[src/rtl/stopwatch_pkg.sv]
// Shared definitions for the stopwatch control front end.
//   mode_e        : operating mode of the control FSM
//   ADJ_SEL_NONE  : adj_sel value meaning "no digit write this cycle"
//   DIGIT_*       : digit indices (seconds right/left, minutes right/left)
//   LIM_*         : highest legal value of a digit
//   digit_limit() : wrap limit for a given digit index
package stopwatch_pkg;

    typedef enum logic [1:0] {
        ST_PAUSED  = 2'd0,
        ST_RUNNING = 2'd1,
        ST_ADJUST  = 2'd2
    } mode_e;

    localparam logic [2:0] ADJ_SEL_NONE = 3'd5;

    localparam logic [1:0] DIGIT_SEC_R = 2'd0;
    localparam logic [1:0] DIGIT_SEC_L = 2'd1;
    localparam logic [1:0] DIGIT_MIN_R = 2'd2;
    localparam logic [1:0] DIGIT_MIN_L = 2'd3;

    localparam logic [3:0] LIM_SEC_L   = 4'd5;
    localparam logic [3:0] LIM_DEFAULT = 4'd9;

    // Tens-of-seconds digit wraps at 5, every other digit at 9.
    function automatic logic [3:0] digit_limit(input logic [1:0] sel);
        logic [3:0] lim;
        case (sel)
            DIGIT_SEC_L: lim = LIM_SEC_L;
            DIGIT_SEC_R,
            DIGIT_MIN_R,
            DIGIT_MIN_L: lim = LIM_DEFAULT;
            default:     lim = LIM_DEFAULT;
        endcase
        return lim;
    endfunction

endpackage

[src/rtl/btn_debounce.sv]
// Conditions one raw board input.
//   clk   in  system clock
//   rst_n in  asynchronous active-low reset (level returns to 0 = released)
//   raw   in  asynchronous pin
//   level out debounced level, changes only after DB_CYCLES consecutive
//             synchronized samples that disagree with the current level
//   press out one-cycle pulse, high in the same cycle level rises
module btn_debounce #(
    parameter int DB_CYCLES = 1_000_000
) (
    input  logic clk,
    input  logic rst_n,
    input  logic raw,
    output logic level,
    output logic press
);

    localparam int CNT_W = (DB_CYCLES > 1) ? $clog2(DB_CYCLES) : 1;
    localparam logic [CNT_W-1:0] CNT_LAST = CNT_W'(DB_CYCLES - 1);

    logic             sync1_r;
    logic             sync2_r;
    logic             level_r;
    logic             press_r;
    logic [CNT_W-1:0] cnt_r;

    // Two-flop synchronizer for the asynchronous pin.
    always_ff @(posedge clk or negedge rst_n) begin
        if (!rst_n) begin
            sync1_r <= 1'b0;
            sync2_r <= 1'b0;
        end else begin
            sync1_r <= raw;
            sync2_r <= sync1_r;
        end
    end

    // Count consecutive disagreeing samples; flip the level on the last one.
    always_ff @(posedge clk or negedge rst_n) begin
        if (!rst_n) begin
            cnt_r   <= '0;
            level_r <= 1'b0;
            press_r <= 1'b0;
        end else if (sync2_r != level_r) begin
            if (cnt_r == CNT_LAST) begin
                cnt_r   <= '0;
                level_r <= sync2_r;
                press_r <= sync2_r;
            end else begin
                cnt_r   <= cnt_r + CNT_W'(1);
                press_r <= 1'b0;
            end
        end else begin
            cnt_r   <= '0;
            press_r <= 1'b0;
        end
    end

    assign level = level_r;
    assign press = press_r;

endmodule

[src/rtl/stopwatch_ctrl.sv]
// Stopwatch front-end control: conditions the board buttons and switch,
// runs the PAUSED/RUNNING/ADJUST mode FSM and drives the counter controls.
// Optional build macro: STOPWATCH_AUTO_REPEAT_EN enables btn_inc auto-repeat.
//   clk, rst_n             clock, asynchronous active-low reset
//   btn_pause/reset/sel/inc raw pushbuttons
//   sw_adj                 raw slide switch, 1 = adjust mode
//   rst                    one-cycle clear pulse to the counter
//   paused                 1 = counter must not advance
//   adj                    1 = adjust mode
//   adj_sel                digit write select 0..3, 5 = no write
//   adj_val                value written when adj_sel != 5 (holds otherwise)
module stopwatch_ctrl
    import stopwatch_pkg::*;
#(
    parameter int DB_CYCLES     = 1_000_000,
    parameter int REPEAT_DELAY  = 50_000_000,
    parameter int REPEAT_CYCLES = 20_000_000
) (
    input  logic       clk,
    input  logic       rst_n,
    input  logic       btn_pause,
    input  logic       btn_reset,
    input  logic       btn_sel,
    input  logic       btn_inc,
    input  logic       sw_adj,
    output logic       rst,
    output logic       paused,
    output logic       adj,
    output logic [2:0] adj_sel,
    output logic [3:0] adj_val
);

    logic pause_press_s, reset_press_s, sel_press_s, inc_press_s, sw_press_s;
    logic pause_lvl_s, reset_lvl_s, sel_lvl_s, inc_lvl_s, sw_lvl_s;

    btn_debounce #(.DB_CYCLES(DB_CYCLES)) u_db_pause (
        .clk(clk), .rst_n(rst_n), .raw(btn_pause), .level(pause_lvl_s), .press(pause_press_s));
    btn_debounce #(.DB_CYCLES(DB_CYCLES)) u_db_reset (
        .clk(clk), .rst_n(rst_n), .raw(btn_reset), .level(reset_lvl_s), .press(reset_press_s));
    btn_debounce #(.DB_CYCLES(DB_CYCLES)) u_db_sel (
        .clk(clk), .rst_n(rst_n), .raw(btn_sel), .level(sel_lvl_s), .press(sel_press_s));
    btn_debounce #(.DB_CYCLES(DB_CYCLES)) u_db_inc (
        .clk(clk), .rst_n(rst_n), .raw(btn_inc), .level(inc_lvl_s), .press(inc_press_s));
    btn_debounce #(.DB_CYCLES(DB_CYCLES)) u_db_sw (
        .clk(clk), .rst_n(rst_n), .raw(sw_adj), .level(sw_lvl_s), .press(sw_press_s));

    // Only the levels of sw_adj/btn_inc and the presses of the buttons matter.
    logic unused_lvl_s;
    assign unused_lvl_s = ^{pause_lvl_s, reset_lvl_s, sel_lvl_s, sw_press_s};

    mode_e      state_r, state_s;
    logic [1:0] sel_r;
    logic [3:0] d_r [4];
    logic       rst_r, paused_r, adj_r;
    logic [2:0] adj_sel_r;
    logic [3:0] adj_val_r;

    logic       in_adj_s;
    logic       hold_ok_s;
    logic       rep_fire_s;
    logic       inc_ev_s;
    logic [3:0] cur_s;
    logic [3:0] nv_s;

    // Mode transitions; the switch dominates, pause is ignored in ADJUST.
    always_comb begin
        state_s = state_r;
        case (state_r)
            ST_PAUSED: begin
                if (sw_lvl_s) begin
                    state_s = ST_ADJUST;
                end else if (pause_press_s) begin
                    state_s = ST_RUNNING;
                end else begin
                    state_s = ST_PAUSED;
                end
            end
            ST_RUNNING: begin
                if (sw_lvl_s) begin
                    state_s = ST_ADJUST;
                end else if (pause_press_s) begin
                    state_s = ST_PAUSED;
                end else begin
                    state_s = ST_RUNNING;
                end
            end
            ST_ADJUST: begin
                if (sw_lvl_s) begin
                    state_s = ST_ADJUST;
                end else begin
                    state_s = ST_PAUSED;
                end
            end
            default: state_s = ST_PAUSED;
        endcase
    end

    // Increment event qualification and the wrapped next digit value.
    // Writes need the switch still high (a falling switch cancels the write)
    // and lose against a simultaneous reset press.
    always_comb begin
        in_adj_s  = (state_r == ST_ADJUST);
        hold_ok_s = in_adj_s && sw_lvl_s && inc_lvl_s && !reset_press_s;
        inc_ev_s  = 1'b0;
        if (in_adj_s && sw_lvl_s && !reset_press_s) begin
            inc_ev_s = inc_press_s || rep_fire_s;
        end else begin
            inc_ev_s = 1'b0;
        end
        cur_s = d_r[sel_r];
        if (cur_s == digit_limit(sel_r)) begin
            nv_s = 4'd0;
        end else begin
            nv_s = cur_s + 4'd1;
        end
    end

`ifdef STOPWATCH_AUTO_REPEAT_EN
    // rep_cnt_r counts cycles since the last inc event while held; 0 = idle.
    logic [31:0] rep_cnt_r;
    logic        rep_first_r;
    logic [31:0] rep_lim_s;

    // First repeat waits REPEAT_DELAY, later ones REPEAT_CYCLES.
    always_comb begin
        if (rep_first_r) begin
            rep_lim_s = 32'(REPEAT_DELAY);
        end else begin
            rep_lim_s = 32'(REPEAT_CYCLES);
        end
        rep_fire_s = hold_ok_s && (rep_cnt_r != 32'd0) && (rep_cnt_r == rep_lim_s);
    end

    // Repeat timer: armed by a press, cleared on release, mode exit or reset.
    always_ff @(posedge clk or negedge rst_n) begin
        if (!rst_n) begin
            rep_cnt_r   <= 32'd0;
            rep_first_r <= 1'b1;
        end else if (!hold_ok_s) begin
            rep_cnt_r   <= 32'd0;
            rep_first_r <= 1'b1;
        end else if (inc_press_s) begin
            rep_cnt_r   <= 32'd1;
            rep_first_r <= 1'b1;
        end else if (rep_fire_s) begin
            rep_cnt_r   <= 32'd1;
            rep_first_r <= 1'b0;
        end else if (rep_cnt_r != 32'd0) begin
            rep_cnt_r   <= rep_cnt_r + 32'd1;
        end else begin
            rep_cnt_r   <= rep_cnt_r;
        end
    end
`else
    logic unused_rep_s;
    assign unused_rep_s = ^{hold_ok_s, REPEAT_DELAY, REPEAT_CYCLES, inc_lvl_s};
    assign rep_fire_s   = 1'b0;
`endif

    // Mode register.
    always_ff @(posedge clk or negedge rst_n) begin
        if (!rst_n) begin
            state_r <= ST_PAUSED;
        end else begin
            state_r <= state_s;
        end
    end

    // Digit select; retained across mode changes.
    always_ff @(posedge clk or negedge rst_n) begin
        if (!rst_n) begin
            sel_r <= DIGIT_SEC_R;
        end else if (in_adj_s && sel_press_s) begin
            sel_r <= sel_r + 2'd1;
        end else begin
            sel_r <= sel_r;
        end
    end

    // Shadow digits: cleared by the reset button, updated by inc events.
    always_ff @(posedge clk or negedge rst_n) begin
        if (!rst_n) begin
            for (int i = 0; i < 4; i++) begin
                d_r[i] <= 4'd0;
            end
        end else if (reset_press_s) begin
            for (int i = 0; i < 4; i++) begin
                d_r[i] <= 4'd0;
            end
        end else if (inc_ev_s) begin
            d_r[sel_r] <= nv_s;
        end else begin
            d_r[sel_r] <= d_r[sel_r];
        end
    end

    // Registered counter controls; paused/adj follow the next mode.
    always_ff @(posedge clk or negedge rst_n) begin
        if (!rst_n) begin
            rst_r     <= 1'b0;
            paused_r  <= 1'b1;
            adj_r     <= 1'b0;
            adj_sel_r <= ADJ_SEL_NONE;
            adj_val_r <= 4'd0;
        end else begin
            rst_r    <= reset_press_s;
            paused_r <= (state_s != ST_RUNNING);
            adj_r    <= (state_s == ST_ADJUST);
            if (inc_ev_s) begin
                adj_sel_r <= {1'b0, sel_r};
                adj_val_r <= nv_s;
            end else begin
                adj_sel_r <= ADJ_SEL_NONE;
                adj_val_r <= adj_val_r;
            end
        end
    end

    assign rst     = rst_r;
    assign paused  = paused_r;
    assign adj     = adj_r;
    assign adj_sel = adj_sel_r;
    assign adj_val = adj_val_r;

endmodule

[config.mk]
export PLATFORM = sky130hd
export DESIGN_NAME = stopwatch_ctrl
export DESIGN_NICKNAME = d
export VERILOG_FILES = /design/src/rtl/stopwatch_pkg.sv /design/src/rtl/btn_debounce.sv /design/src/rtl/stopwatch_ctrl.sv
export SDC_FILE = /design/constraint.sdc
export NUM_CORES = 1
export LEC_CHECK = 0
export BUFFER_PORTS_ARGS = -buffer_cell sky130_fd_sc_hd__buf_2
export CORE_UTILIZATION = 40
export CTS_CLUSTER_SIZE = 12
export DETAILED_ROUTE_END_ITERATION = 7
export PLACE_DENSITY_LB_ADDON = 0.2
export SLEW_MARGIN = 20
export SYNTH_ARGS = -nofsm -noshare
export SYNTH_HDL_FRONTEND = slang
export SYNTH_SLANG_ARGS = --single-unit
[constraint.sdc]
create_clock -name clk -period 2.5 [get_ports clk]
set_input_delay 0 -clock clk [delete_from_list [all_inputs] [get_ports clk]]
set_output_delay 0 -clock clk [all_outputs]
set_load 0.03 [all_outputs]
==> flow_summary.ini <==
[run_status]
status = completed

[logic_synthesis]
synth_edf_count = 0
yosys_warnings = 0
avgSynthCellArea_um2 = 10.5
ys.flop_type = dfrtp_1
synth-seq-cells = 149
async_flop_share = 1.00
synthCells = 660
syn_area_mm2 = 0.00695
synth_cell_type_count = 46
ys_seq_area_frac = 0.537
syn_nets = 679

[timing]
worst_pin_slew_ns = 0.745
finalCriticalPeriod_ns = 2.34
relSlewSlack = 0.499
timing.fmax_mhz = 428
fin_setup_tns_ns = 0
setup_viol = 0
fin_crit_sh = 0.935
hold_viol = 0
fin_hold_ws_ns = 0.134
finalMaxSlewViolations = 0
fin_skew_ns = 0.00904

[worst_setup_path]
r2r_slack_ns = 0.16
cpMaxStageDelayCell = mux4_2
crit_path_start_kind = flop
crit_arrival_ns = 2.64
slowest_delay_ns = 0.59
critPathLaunch = sel_r[0]
cp_num_buf_inv = 0
critPathKind = reg -> reg
cp.required_ns = 2.81
r2r-start = sel_r[0]
crit_chain = mux4_2 > ha_1 > nand2_1 > o32ai_4 > or3_4 > a311oi_1
cp_max_fo = 5
critPathTopFamily = multiplexers
worstSetupEndpointType = flop

[cells_and_area]
antenna_cells = 0
final_util = 0.478
mostFrequentLayoutCell = dfrtp_1
area_delta_synth_final_pct = 15.3
final_cell_mix = dfrtp_1, nor2_1, xnor2_1
stdcell_area_mm2 = 0.00801
layout-drive-gt1-share = 0.0990
fin_nets = 713

[detailed_routing]
via_per_inst = 5.14
drc = 0
drtPass1Iterations = 4
initialDrtViolationCount = 240
drt-wirelength-per-cell_um = 13.9
wirelength_mm = 12.9
via_count = 4768
drtAntennaViolNets = 0

[pwr]
ir_worst_vdd_mv = 0.500
power.static_leakage_nw = 3.45
power_density_mw_per_mm2 = 659

[clock_tree]
cts_buffer_depth = 2
clkSlewWorstSetupHoldPaths_ns = 0.06
numCtsBuffers = 17
clock_latency_ns = 0.42
postCtsSetupBuffers = 0
cts_root_buf = clkbuf_16
cts_tree = done
htreeDepth = 4
cts_num_sinks = 149

[floorplanning]
coreArea_mm2 = 0.0168
rows = 47
die_w_um = 134
die_area_mm2 = 0.0179
pin_count = 17
die_h_um = 134
initial_core_util = 0.415

[place]
port_buffers = 16
place.gp.congestion = 0.830
placed_cell_area_mm2 = 0.00731
place_hpwl_mm = 8.68

[global_routing]
grt_pass1_vias = 4777
grt-ovfl-total = 0
grt_pass1_wl_mm = 22.7
grt_usage = 0.159
grt_max_degree = 69
antenna_found_initial = 0

[flow_run]
cap_viol_max_count = 0

[worst_hold_path]
min_path_type = in -> async
## kinds of logic (layout without fill, tap and decap cells)
group / count (synthesis) / after routing / synth area share
flip-flops: 149 / 149 / 0.537
multiplexers: 16 / 16 / 0.0331
AND/OR/NAND/NOR: 330 / 330 / 0.234
AO/OA/AOI/OAI: 23 / 23 / 0.0297
buffers and inverters: 31 / 78 / 0.0191
XOR/XNOR: 99 / 99 / 0.125
adder cells (fa/ha/maj): 12 / 12 / 0.0216
## metal layers
layer | track usage | wire [um] | up-vias
li1 | - | - | 2341
met1 | 0.217 | 6360 | 2345
met2 | 0.240 | 6010 | 68
met3 | 0.0359 | 310 | 14
met4 | 0.0751 | 191 | 0
met5 | 0 | 0 | -
## final cells by class
cell class | count | area (um^2)
clock inverter | 9 | 151
timing repair buffer | 31 | 226
fill | 1520 | 8750
sequential | 149 | 3730
tap | 220 | 275
inverter | 15 | 56.3
multi-input combinational | 480 | 3100
clock buffer | 23 | 468
## worst paths after layout
| kind | to | cells after the start |
|---|---|---|
| max | d_r[4] | 6 |
| min | u_db_reset.cnt_r[14] | 2 |
| max reg2reg | d_r[4] | 6 |
| min reg2reg | u_db_inc.sync2_r | 0 |
| max in group asynchronous | sel_r[1] | 3 |
| min in group clk | u_db_pause.sync1_r | 2 |
## cells in the mapped netlist (3+ instances only)
| cell type | n | area [um^2] |
|---|---|---|
| nor3b_1 | 5 | 37.5 |
| buf_2 | 7 | 35.0 |
| nand2_1 | 45 | 169 |
| mux2i_1 | 5 | 50.1 |
| nor4b_1 | 5 | 43.8 |
| buf_1 | 4 | 15.0 |
| nor2_1 | 135 | 507 |
| nand3_1 | 41 | 205 |
| dfstp_2 | 3 | 78.8 |
| nand2b_1 | 4 | 25.0 |
| xor2_1 | 48 | 420 |
| ha_1 | 12 | 150 |
| and4_1 | 10 | 87.6 |
| mux2_1 | 5 | 56.3 |
| nor3_1 | 14 | 70.1 |
| clkbuf_1 | 4 | 15.0 |
| and3_1 | 18 | 113 |
| a311oi_1 | 9 | 78.8 |
| dfrtp_1 | 146 | 3650 |
| nand3b_1 | 3 | 22.5 |
| mux4_2 | 5 | 113 |
| nand4_1 | 23 | 144 |
| or2_1 | 3 | 18.8 |
| inv_1 | 15 | 56.3 |
| a211oi_1 | 4 | 30.0 |
| xnor2_1 | 51 | 447 |
| nor4_1 | 10 | 62.6 |
## state kept, by name, indices dropped and copies added (netlist names), 2 cells and up
name,cells
u_db_inc.cnt_r,20
state_r,2
u_db_pause.cnt_r,20
u_db_sel.cnt_r,20
u_db_sw.cnt_r,20
d_r,16
u_db_reset.cnt_r,20
adj_sel,3
sel_r,2
adj_val,4
## worst register-to-register path: stages, from the launching register on
cell      delay [ns]
dfrtp_1         0.42
mux4_2          0.59
ha_1            0.28
nand2_1         0.14
o32ai_4         0.11
or3_4           0.38
a311oi_1        0.31
## through the flow
stage                     std cells  power [mW]  setup slack, ns
final                           927        5.28            0.164
after global routing            927        5.48         -0.00449
after CTS                       927        5.35            0.146
after detailed placement        889        2.64            0.176
after global placement          889        2.64            0.242
after floorplan                 660        2.56            0.288
## repair_timing
item / in CTS / in global routing
hold endpoints to repair: 71 / 0
setup endpoints to repair: 0 / 12
gates resized for setup: 0 / 3
hold buffers: 6 / 0
## power breakdown
part | internal (mW) | switching [mW] | total [mW]
clock | 1.72 | 0.957 | 2.68
combinational | 0.0416 | 0.0891 | 0.131
sequential | 2.44 | 0.0272 | 2.47
No activity file was read; power rests on OpenSTA's default activity.
